<file path="src/rtl/uart_pkg.sv">
`default_nettype none
// ============================================================================
// Package     : uart_pkg
// Description : Shared UART TX framer types and parity-type constants.
// Revision    : 1.0 - initial release
// ============================================================================
package uart_pkg;

    typedef enum logic [2:0] {
        TX_IDLE   = 3'd0,
        TX_START  = 3'd1,
        TX_DATA   = 3'd2,
        TX_PARITY = 3'd3,
        TX_STOP   = 3'd4
    } tx_state_e;

    localparam logic PAR_EVEN = 1'b0;
    localparam logic PAR_ODD  = 1'b1;

endpackage : uart_pkg
`default_nettype wire

</file>
<file path="src/rtl/uart_tx_frame_if.sv">
`default_nettype none
// ============================================================================
// Interface   : uart_tx_frame_if
// Description : Parallel-word handshake and serial line of the UART TX framer.
// Revision    : 1.0 - initial release
// ============================================================================
interface uart_tx_frame_if #(
    parameter int DATA_WIDTH = 8
);
    logic [DATA_WIDTH-1:0] P_DATA;
    logic                  DATA_VALID;
    logic                  PAR_EN;
    logic                  PAR_TYP;
    logic                  TX_OUT;
    logic                  BUSY;

    modport master (
        output P_DATA, DATA_VALID, PAR_EN, PAR_TYP,
        input  TX_OUT, BUSY
    );

    modport slave (
        input  P_DATA, DATA_VALID, PAR_EN, PAR_TYP,
        output TX_OUT, BUSY
    );
endinterface : uart_tx_frame_if
`default_nettype wire

</file>
<file path="src/rtl/uart_tx_serializer.sv">
`default_nettype none
// ============================================================================
// Module      : uart_tx_serializer
// Description : Holding register and bit counter selecting the current data bit.
// Revision    : 1.0 - initial release
// ============================================================================
module uart_tx_serializer #(
    parameter int DATA_WIDTH = 8
) (
    input  wire logic                  CLK,
    input  wire logic                  RST,
    input  wire logic                  load,
    input  wire logic                  shift_en,
    input  wire logic [DATA_WIDTH-1:0] data_in,
    output logic                       ser_bit,
    output logic                       ser_done
);
    localparam int CW = (DATA_WIDTH > 1) ? $clog2(DATA_WIDTH) : 1;
    localparam logic [CW-1:0] c_LAST = CW'(DATA_WIDTH - 1);

    logic [DATA_WIDTH-1:0] r_hold;
    logic [CW-1:0]         r_cnt;

    // The word is kept unshifted; the counter indexes it and saturates on the last bit.
    always_ff @(posedge CLK or posedge RST) begin
        if (RST) begin
            r_hold <= '0;
            r_cnt  <= '0;
        end else if (load) begin
            r_hold <= data_in;
            r_cnt  <= '0;
        end else if (shift_en && (r_cnt != c_LAST)) begin
            r_cnt  <= r_cnt + CW'(1);
        end
    end

    assign ser_bit  = r_hold[r_cnt];
    assign ser_done = (r_cnt == c_LAST);

endmodule : uart_tx_serializer
`default_nettype wire

</file>
<file path="src/rtl/uart_tx_frame.sv">
`default_nettype none
// ============================================================================
// Module      : uart_tx_frame
// Description : UART transmit framer: start, LSB-first data, optional parity, stop.
// Revision    : 1.0 - initial release
// ============================================================================
module uart_tx_frame #(
    parameter int DATA_WIDTH = 8
) (
    input  wire logic         CLK,
    input  wire logic         RST,
    uart_tx_frame_if.slave    bus
);
    import uart_pkg::*;

    tx_state_e r_state;
    tx_state_e w_next_state;

    logic r_par_en;
    logic r_par_typ;
    logic r_par_acc;
    logic r_tx;
    logic r_busy;

    logic w_accept;
    logic w_shift_en;
    logic w_ser_bit;
    logic w_ser_done;
    logic w_tx_next;

    assign w_accept   = bus.DATA_VALID && ((r_state == TX_IDLE) || (r_state == TX_STOP));
    assign w_shift_en = (r_state == TX_DATA);

    uart_tx_serializer #(
        .DATA_WIDTH (DATA_WIDTH)
    ) u_serializer (
        .CLK      (CLK),
        .RST      (RST),
        .load     (w_accept),
        .shift_en (w_shift_en),
        .data_in  (bus.P_DATA),
        .ser_bit  (w_ser_bit),
        .ser_done (w_ser_done)
    );

    always_ff @(posedge CLK or posedge RST) begin
        if (RST) begin
            r_state <= TX_IDLE;
        end else begin
            r_state <= w_next_state;
        end
    end

    always_comb begin
        w_next_state = r_state;
        w_tx_next    = 1'b1;
        unique case (r_state)
            TX_IDLE: begin
                if (w_accept) w_next_state = TX_START;
            end
            TX_START: begin
                w_next_state = TX_DATA;
                w_tx_next    = 1'b0;
            end
            TX_DATA: begin
                w_tx_next = w_ser_bit;
                if (w_ser_done) w_next_state = r_par_en ? TX_PARITY : TX_STOP;
            end
            TX_PARITY: begin
                w_next_state = TX_STOP;
                w_tx_next    = r_par_acc;
            end
            TX_STOP: begin
                w_next_state = w_accept ? TX_START : TX_IDLE;
            end
            default: begin
                w_next_state = TX_IDLE;
            end
        endcase
    end

    // Parity accumulates over the transmitted bits, seeded with 1 for odd parity.
    always_ff @(posedge CLK or posedge RST) begin
        if (RST) begin
            r_par_en  <= 1'b0;
            r_par_typ <= PAR_EVEN;
            r_par_acc <= 1'b0;
        end else if (w_accept) begin
            r_par_en  <= bus.PAR_EN;
            r_par_typ <= bus.PAR_TYP;
            r_par_acc <= (bus.PAR_TYP == PAR_ODD);
        end else if (w_shift_en) begin
            r_par_acc <= r_par_acc ^ w_ser_bit;
        end
    end

    always_ff @(posedge CLK or posedge RST) begin
        if (RST) begin
            r_tx   <= 1'b1;
            r_busy <= 1'b0;
        end else begin
            r_tx   <= w_tx_next;
            r_busy <= (r_state != TX_IDLE);
        end
    end

    assign bus.TX_OUT = r_tx;
    assign bus.BUSY   = r_busy;

endmodule : uart_tx_frame
`default_nettype wire

</file>
<file path="src/flat_wrapper.sv">
// flat-port wrapper written by rule: the top's interface ports become plain ports
module uart_tx_frame_flat import uart_pkg::*;
#(
    parameter int DATA_WIDTH = 8
)
  (CLK, RST, bus_P_DATA, bus_DATA_VALID, bus_PAR_EN, bus_PAR_TYP, bus_TX_OUT, bus_BUSY);
  uart_tx_frame_if #(.DATA_WIDTH(DATA_WIDTH)) bus_i ();
  input  wire logic CLK;
  input  wire logic RST;
  input wire logic [$bits(bus_i.P_DATA)-1:0] bus_P_DATA;
  input wire logic [$bits(bus_i.DATA_VALID)-1:0] bus_DATA_VALID;
  input wire logic [$bits(bus_i.PAR_EN)-1:0] bus_PAR_EN;
  input wire logic [$bits(bus_i.PAR_TYP)-1:0] bus_PAR_TYP;
  output wire logic [$bits(bus_i.TX_OUT)-1:0] bus_TX_OUT;
  output wire logic [$bits(bus_i.BUSY)-1:0] bus_BUSY;
  assign bus_i.P_DATA = bus_P_DATA;
  assign bus_i.DATA_VALID = bus_DATA_VALID;
  assign bus_i.PAR_EN = bus_PAR_EN;
  assign bus_i.PAR_TYP = bus_PAR_TYP;
  assign bus_TX_OUT = bus_i.TX_OUT;
  assign bus_BUSY = bus_i.BUSY;
  uart_tx_frame #(.DATA_WIDTH(DATA_WIDTH)) u_core (.CLK(CLK), .RST(RST), .bus(bus_i));
endmodule
</file>
<file path="config.mk">
export PLATFORM = sky130hd
export DESIGN_NAME = uart_tx_frame_flat
export DESIGN_NICKNAME = d
export VERILOG_FILES = /design/src/rtl/uart_pkg.sv /design/src/rtl/uart_tx_frame_if.sv /design/src/rtl/uart_tx_serializer.sv /design/src/rtl/uart_tx_frame.sv /design/src/flat_wrapper.sv
export SDC_FILE = /design/constraint.sdc
export NUM_CORES = 1
export LEC_CHECK = 0
export CAP_MARGIN = 0
export CORE_MARGIN = 5
export CORE_UTILIZATION = 49
export DETAILED_ROUTE_END_ITERATION = 6
export PLACE_DENSITY = 0.79
export SETUP_SLACK_MARGIN = 0.2
export SYNTH_ARGS = -nofsm -noshare
export SYNTH_HDL_FRONTEND = slang
export SYNTH_SLANG_ARGS = --single-unit
</file>
<file path="constraint.sdc">
create_clock -name CLK -period 1.79 [get_ports CLK]
set_input_delay 0.358 -clock CLK [delete_from_list [all_inputs] [get_ports CLK]]
set_output_delay 0.358 -clock CLK [all_outputs]
set_load 0.05 [all_outputs]
</file>
# [Word level (Yosys, flattened, before mapping)]
# Index checks and enable logic that the tools add are counted.
[classes] order_cmp=1 n_eq_ne=8 reduce_logical=8 n_mux=12 addsub=1 bitwise_logic=1
[op_table] operator="$mux 3" n=5
[op_table] operator="$pmux 3 s5" n=1
[op_table] operator="$eq 3x2->1 const B" n=2
[op_table] operator="$eq 3x3->1 const B" n=2
[op_table] operator="$lt 3x4->1 const B" n=1
[op_table] operator="$mux 1" n=4
[op_table] operator="$ne 2x1->1 const B" n=2
[op_table] operator="$reduce_bool 2->1" n=2
[op_table] operator="$add 3x1->3 const B" n=1
[op_table] operator="$bmux 1 s3" n=1
[op_table] operator="$eq 3x1->1 const B" n=1
[op_table] operator="$logic_not 3->1" n=1
[op_table] operator="$ne 3x3->1 const B" n=1
[op_table] operator="$pmux 1 s3" n=1
[op_table] operator="$reduce_bool 3->1" n=1
[op_table] operator="$logic_and 1x1->1" n=2
[op_table] operator="$reduce_and 2->1" n=1
[op_table] operator="$logic_or 1x1->1" n=1
[op_table] operator="$xor 1x1->1" n=1
[word_totals] out_inout_bits=2 in_bits=13 register_bits=18 wordCells=38

# [Depth between registers and ports, before layout]
[depth] ltp_word=5 ltp_mapped=6 ltp_nobuf=5

# [Hierarchy]
# From an unflattened synthesis, not the netlist that was laid out.
[hier_totals] hier_cells=62 hier_area_um2=830.8
[modules_own_cells] module="uart_tx_serializer" area_per_inst_um2=509.2 seq_area_each_um2=275.3 cells_per_inst=33 instances=1
[modules_own_cells] module="uart_tx_frame" area_per_inst_um2=321.6 seq_area_each_um2=176.4 cells_per_inst=29 instances=1

# [Worst setup path before layout]
# No wires, ideal clock.
[synth_path] path_type="reg2reg" from="register u_core.u_serializer.r_cnt[1]" to="register u_core.r_tx (netlist: u_core.bus.TX_OUT)" n_path_buf=0 arrival_ns=1.408 path_stages_with_launch=5 setup_slack_ns=0.300 path_cell_list="dfrtp_1 -> mux4_1 -> mux2i_1 -> a22oi_1 -> or2_1"
[synth_between] elab_chain_cells=3
[synth_lines] element="start, declared" line="uart_tx_serializer.sv:22" rtl="logic [CW-1:0] r_cnt;"
[synth_lines] element="start signal, assigned" line="uart_tx_serializer.sv:33" rtl="r_cnt <= r_cnt + CW'(1);"
[synth_lines] element="$bmux 1 s3" line="uart_tx_serializer.sv:37" rtl="assign ser_bit = r_hold[r_cnt];"
[synth_lines] element="$mux 1 (not written as such)" line="uart_tx_serializer.sv:37"
[synth_lines] element="$pmux 1 s3" line="uart_tx_frame.sv:57" rtl="unique case (r_state)"
[synth_lines] element="named net u_core.w_tx_next" line="uart_tx_frame.sv:29" rtl="logic w_tx_next;"
[synth_lines] element="end signal, assigned" line="uart_tx_frame.sv:102" rtl="r_tx <= w_tx_next;"
[synth_lines] element="end, declared" line="uart_tx_frame.sv:22" rtl="logic r_tx;"
# The timed path passes the listed nets, and every way through them passes these cells. The select of a mux whose other input is x is not followed.
# A chain may end at the register's enable or synchronous reset.

# [Worst setup path in the final report]
# Same ends and word-level chain as after synthesis.

==> summary.md <==
| Metric | Value |
|---|---|
| Clock Skew | `4.06 ps` |
| GR Util All Layers | `14.4%` |
| DR DRC count | `0` |
| CTS tree | `yes` |
| Placed Cells | `116` |
| RSZ-0062 raised after global routing | `yes` |
| DR vias | `663` |
| Nets | `120` |
| Worst Path Max Fanout | `4` |
| HP Class | `input pin to asynchronous set/reset pin` |
| Port Buffers | `14` |
| Headroom to the max-slew limit | `73.7%` |
| PnR worst setup slack | `279 ps` |
| Final TNS setup | `0 ps` |
| Drt pass-1 iters | `4` |
| Unique masters post-synth | `22` |
| Avg Synthesized Cell Area | `9.82 um^2` |
| Vias in the first global route | `652` |
| Max Cap Violations | `0` |
| Gr ovfl total | `0` |
| Worst slew pin tran | `394 ps` |
| Pwr Density | `1580 mW/mm^2` |
| Critical Path Max Stage Delay | `520 ps` |
| H-tree depth | `1` |
| Die width | `51.3 um` |
| Kind of critical path | `flip-flop to flip-flop` |
| Die height | `51.3 um` |
| Async SR Flop Fraction | `100%` |
| WP buf/inv | `0` |
| Hold-fix buffers at CTS | `0` |
| Initial DRC count | `21` |
| Largest net degree at the start of global routing | `19` |
| Syn Nets | `100` |
| Req. time, crit path | `2020 ps` |
| Layout cells sized above 1 | `16.3%` |
| Post-route ant nets | `0` |
| Slowest CP cell | `mux4_2` |
| Final Routed Wirelength | `1620 um` |
| Longest Clk Path Bufs | `2` |
| DPL Wire Length | `1150 um` |
| Routed len/inst | `13.4 um` |
| Clk_lat worst skew | `300 ps` |
| Tmin final | `1510 ps` |
| Final RePlAce weighted congestion | `0.723` |
| Antenna Cells | `0` |
| Power Total | `1650 uW` |
| DP Worst Slack | `181 ps` |
| Top Ports | `15` |
| Number of vias per cell | `5.48` |
| Fill count | `129` |
| Peak supply drop | `0.000791 V` |
| Leakage power | `0.000492 uW` |
| EDFF count, synth | `0` |
| Final core utilization | `62.5%` |
| Top achievable clock speed | `0.662 GHz` |
| Final setup fails | `0` |
| RR Startpoint | `u_core.u_serializer.r_cnt[1]` |
| Worst setup SP type | `flip-flop` |
| Yosys Warn Count | `0` |
| Run status | `finished clean` |
| Clock root buffer | `clkbuf_4` |
| Initial core utilization | `50.0%` |
| Total CTS buffers | `3` |
| Top delay family on crit path | `multiplexers` |
| Clock-pin slew on the worst setup and hold paths | `100 ps` |
| CP Data Arrival Time | `1740 ps` |
| First-pass GRT wire length | `2850 um` |
| Core Region | `0.00167 mm^2` |
| Post-Syn Area | `835 um^2` |
| Dominant synthesized flop cell | `dfrtp_1` |
| Mapped Cells | `85` |
| Post-Layout Cell Count | `121` |
| Crit path launch | `u_core.u_serializer.r_cnt[1]` |
| Final Max Slew Viols | `0` |
| Clock Sinks | `18` |
| Die area | `0.00263 mm^2` |
| Worst-path cell chain | `mux4_2 -> mux2i_2 -> a22oi_1 -> or2_1` |
| Seq/Total Area, Yosys | `54.1%` |
| Fin. Hold Viols | `0` |
| Tcrit/Tclk final | `84.4%` |
| Initial antenna violation count | `0` |
| Area Overhead vs Synth | `25.0%` |
| Yosys reg bits | `18` |
| Critical Path End Type | `flip-flop` |
| # rows | `15` |
## report_power, final
| group | total (uW) | switching, uW | leakage (uW) | internal (uW) |
|---|---|---|---|---|
| clock | 252 | 128 | 0.0000210 | 124 |
| sequential | 739 | 145 | 0.000221 | 594 |
| combinational | 657 | 348 | 0.000250 | 309 |
| total | 1650 | 621 | 0.000492 | 1030 |
## state kept, by name, indices dropped and copies added, names as in the netlist
signal                      count
u_core.r_par_en                 1
u_core.r_par_acc                1
u_core.u_serializer.r_hold      8
u_core.r_state                  3
u_core.bus.TX_OUT               1
u_core.bus.BUSY                 1
u_core.u_serializer.r_cnt       3
## layer usage
layer  vias up  global-route usage [%]  share of wire (%)
li1        319                       -                  -
met1       316                    17.7                 43
met2        23                    24.2                 50
met3         5                    2.92                5.4
met4         0                    6.55                1.7
met5         -                       0                  0
## cells in the mapped netlist (all sizes together) (2+ instances only)
master  number  area [um^2]
nor2         3         11.3
mux2i        2         20.0
nand2b       2         12.5
nor3b        2         20.0
buf          2         10.0
or3          2         12.5
a21oi        3         15.0
o21ai        5         25.0
ha           2         25.0
mux4         2         52.6
nand2       32          120
dfrtp       17          425
inv          3         11.3
## metrics by stage
stage          hold WS [ps]  area (um^2)
6_report                354         1040
5_1_grt                 394         1040
4_1_cts                 363         1040
3_5_place_dp            456         1000
3_3_place_gp            457         1000
2_1_floorplan           296          835
## cells in the final DEF (no fill, tap or decap), drive strengths merged
| master | instances |
|---|---|
| nand2 | 32 |
| dfrtp | 17 |
| clkdlybuf4s50 | 12 |
| buf | 6 |
| o21ai | 5 |
| clkbuf | 4 |
| inv | 3 |
| a21oi | 3 |
| nor2 | 3 |
| nand2b | 2 |
| mux4 | 2 |
| or3 | 2 |
| ha | 2 |
| nor3b | 2 |
| mux2i | 2 |
| nand4b | 1 |
| nor2b | 1 |
| or3b | 1 |
| a31oi | 1 |
| a22oi | 1 |
| or2 | 1 |
| dfstp | 1 |
## layout make-up
type / instances / area, um^2 / share of cell area [%]
Tap cell: 17 / 21.3 / 2.04
Inverter: 3 / 11.3 / 1.08
Timing Repair Buffer: 18 / 165 / 15.8
Multi-Input combinational cell: 61 / 357 / 34.2
Sequential cell: 18 / 453 / 43.4
Clock buffer: 4 / 36.3 / 3.48
## path summary, 6_finish.rpt
path,slack [ps],endpoint,depth (start not counted)
setup / recovery,280,u_core.bus.TX_OUT,4
hold / removal,350,u_core.r_state[0],3
setup reg to reg,280,u_core.bus.TX_OUT,4
hold reg to reg,490,u_core.u_serializer.r_hold[6],2
max in group asynchronous,1180,u_core.bus.TX_OUT,3
min in group CLK,490,u_core.u_serializer.r_hold[6],2
## worst register-to-register path, stage by stage (launching register included)
cell	delay, ps
dfrtp_2	420
mux4_2	520
mux2i_2	190
a22oi_1	110
or2_1	210
## kinds of logic after synthesis
kind of cell,Yosys count,share of synthesized area (%)
AND/OR/NAND/NOR,45,24.7
flip-flops,18,54.1
AO/OA/AOI/OAI,10,6.45
buffers and inverters,6,3.00
multiplexers,4,8.70
adder cells (fa/ha/maj),2,3.00
## what timing repair did
| action | CTS | global route |
|---|---|---|
| resized for setup | 2 | 3 |
| setup buffers | 1 | 0 |
| setup endpoints to repair | 2 | 5 |
(Power assumes the default switching activity.)
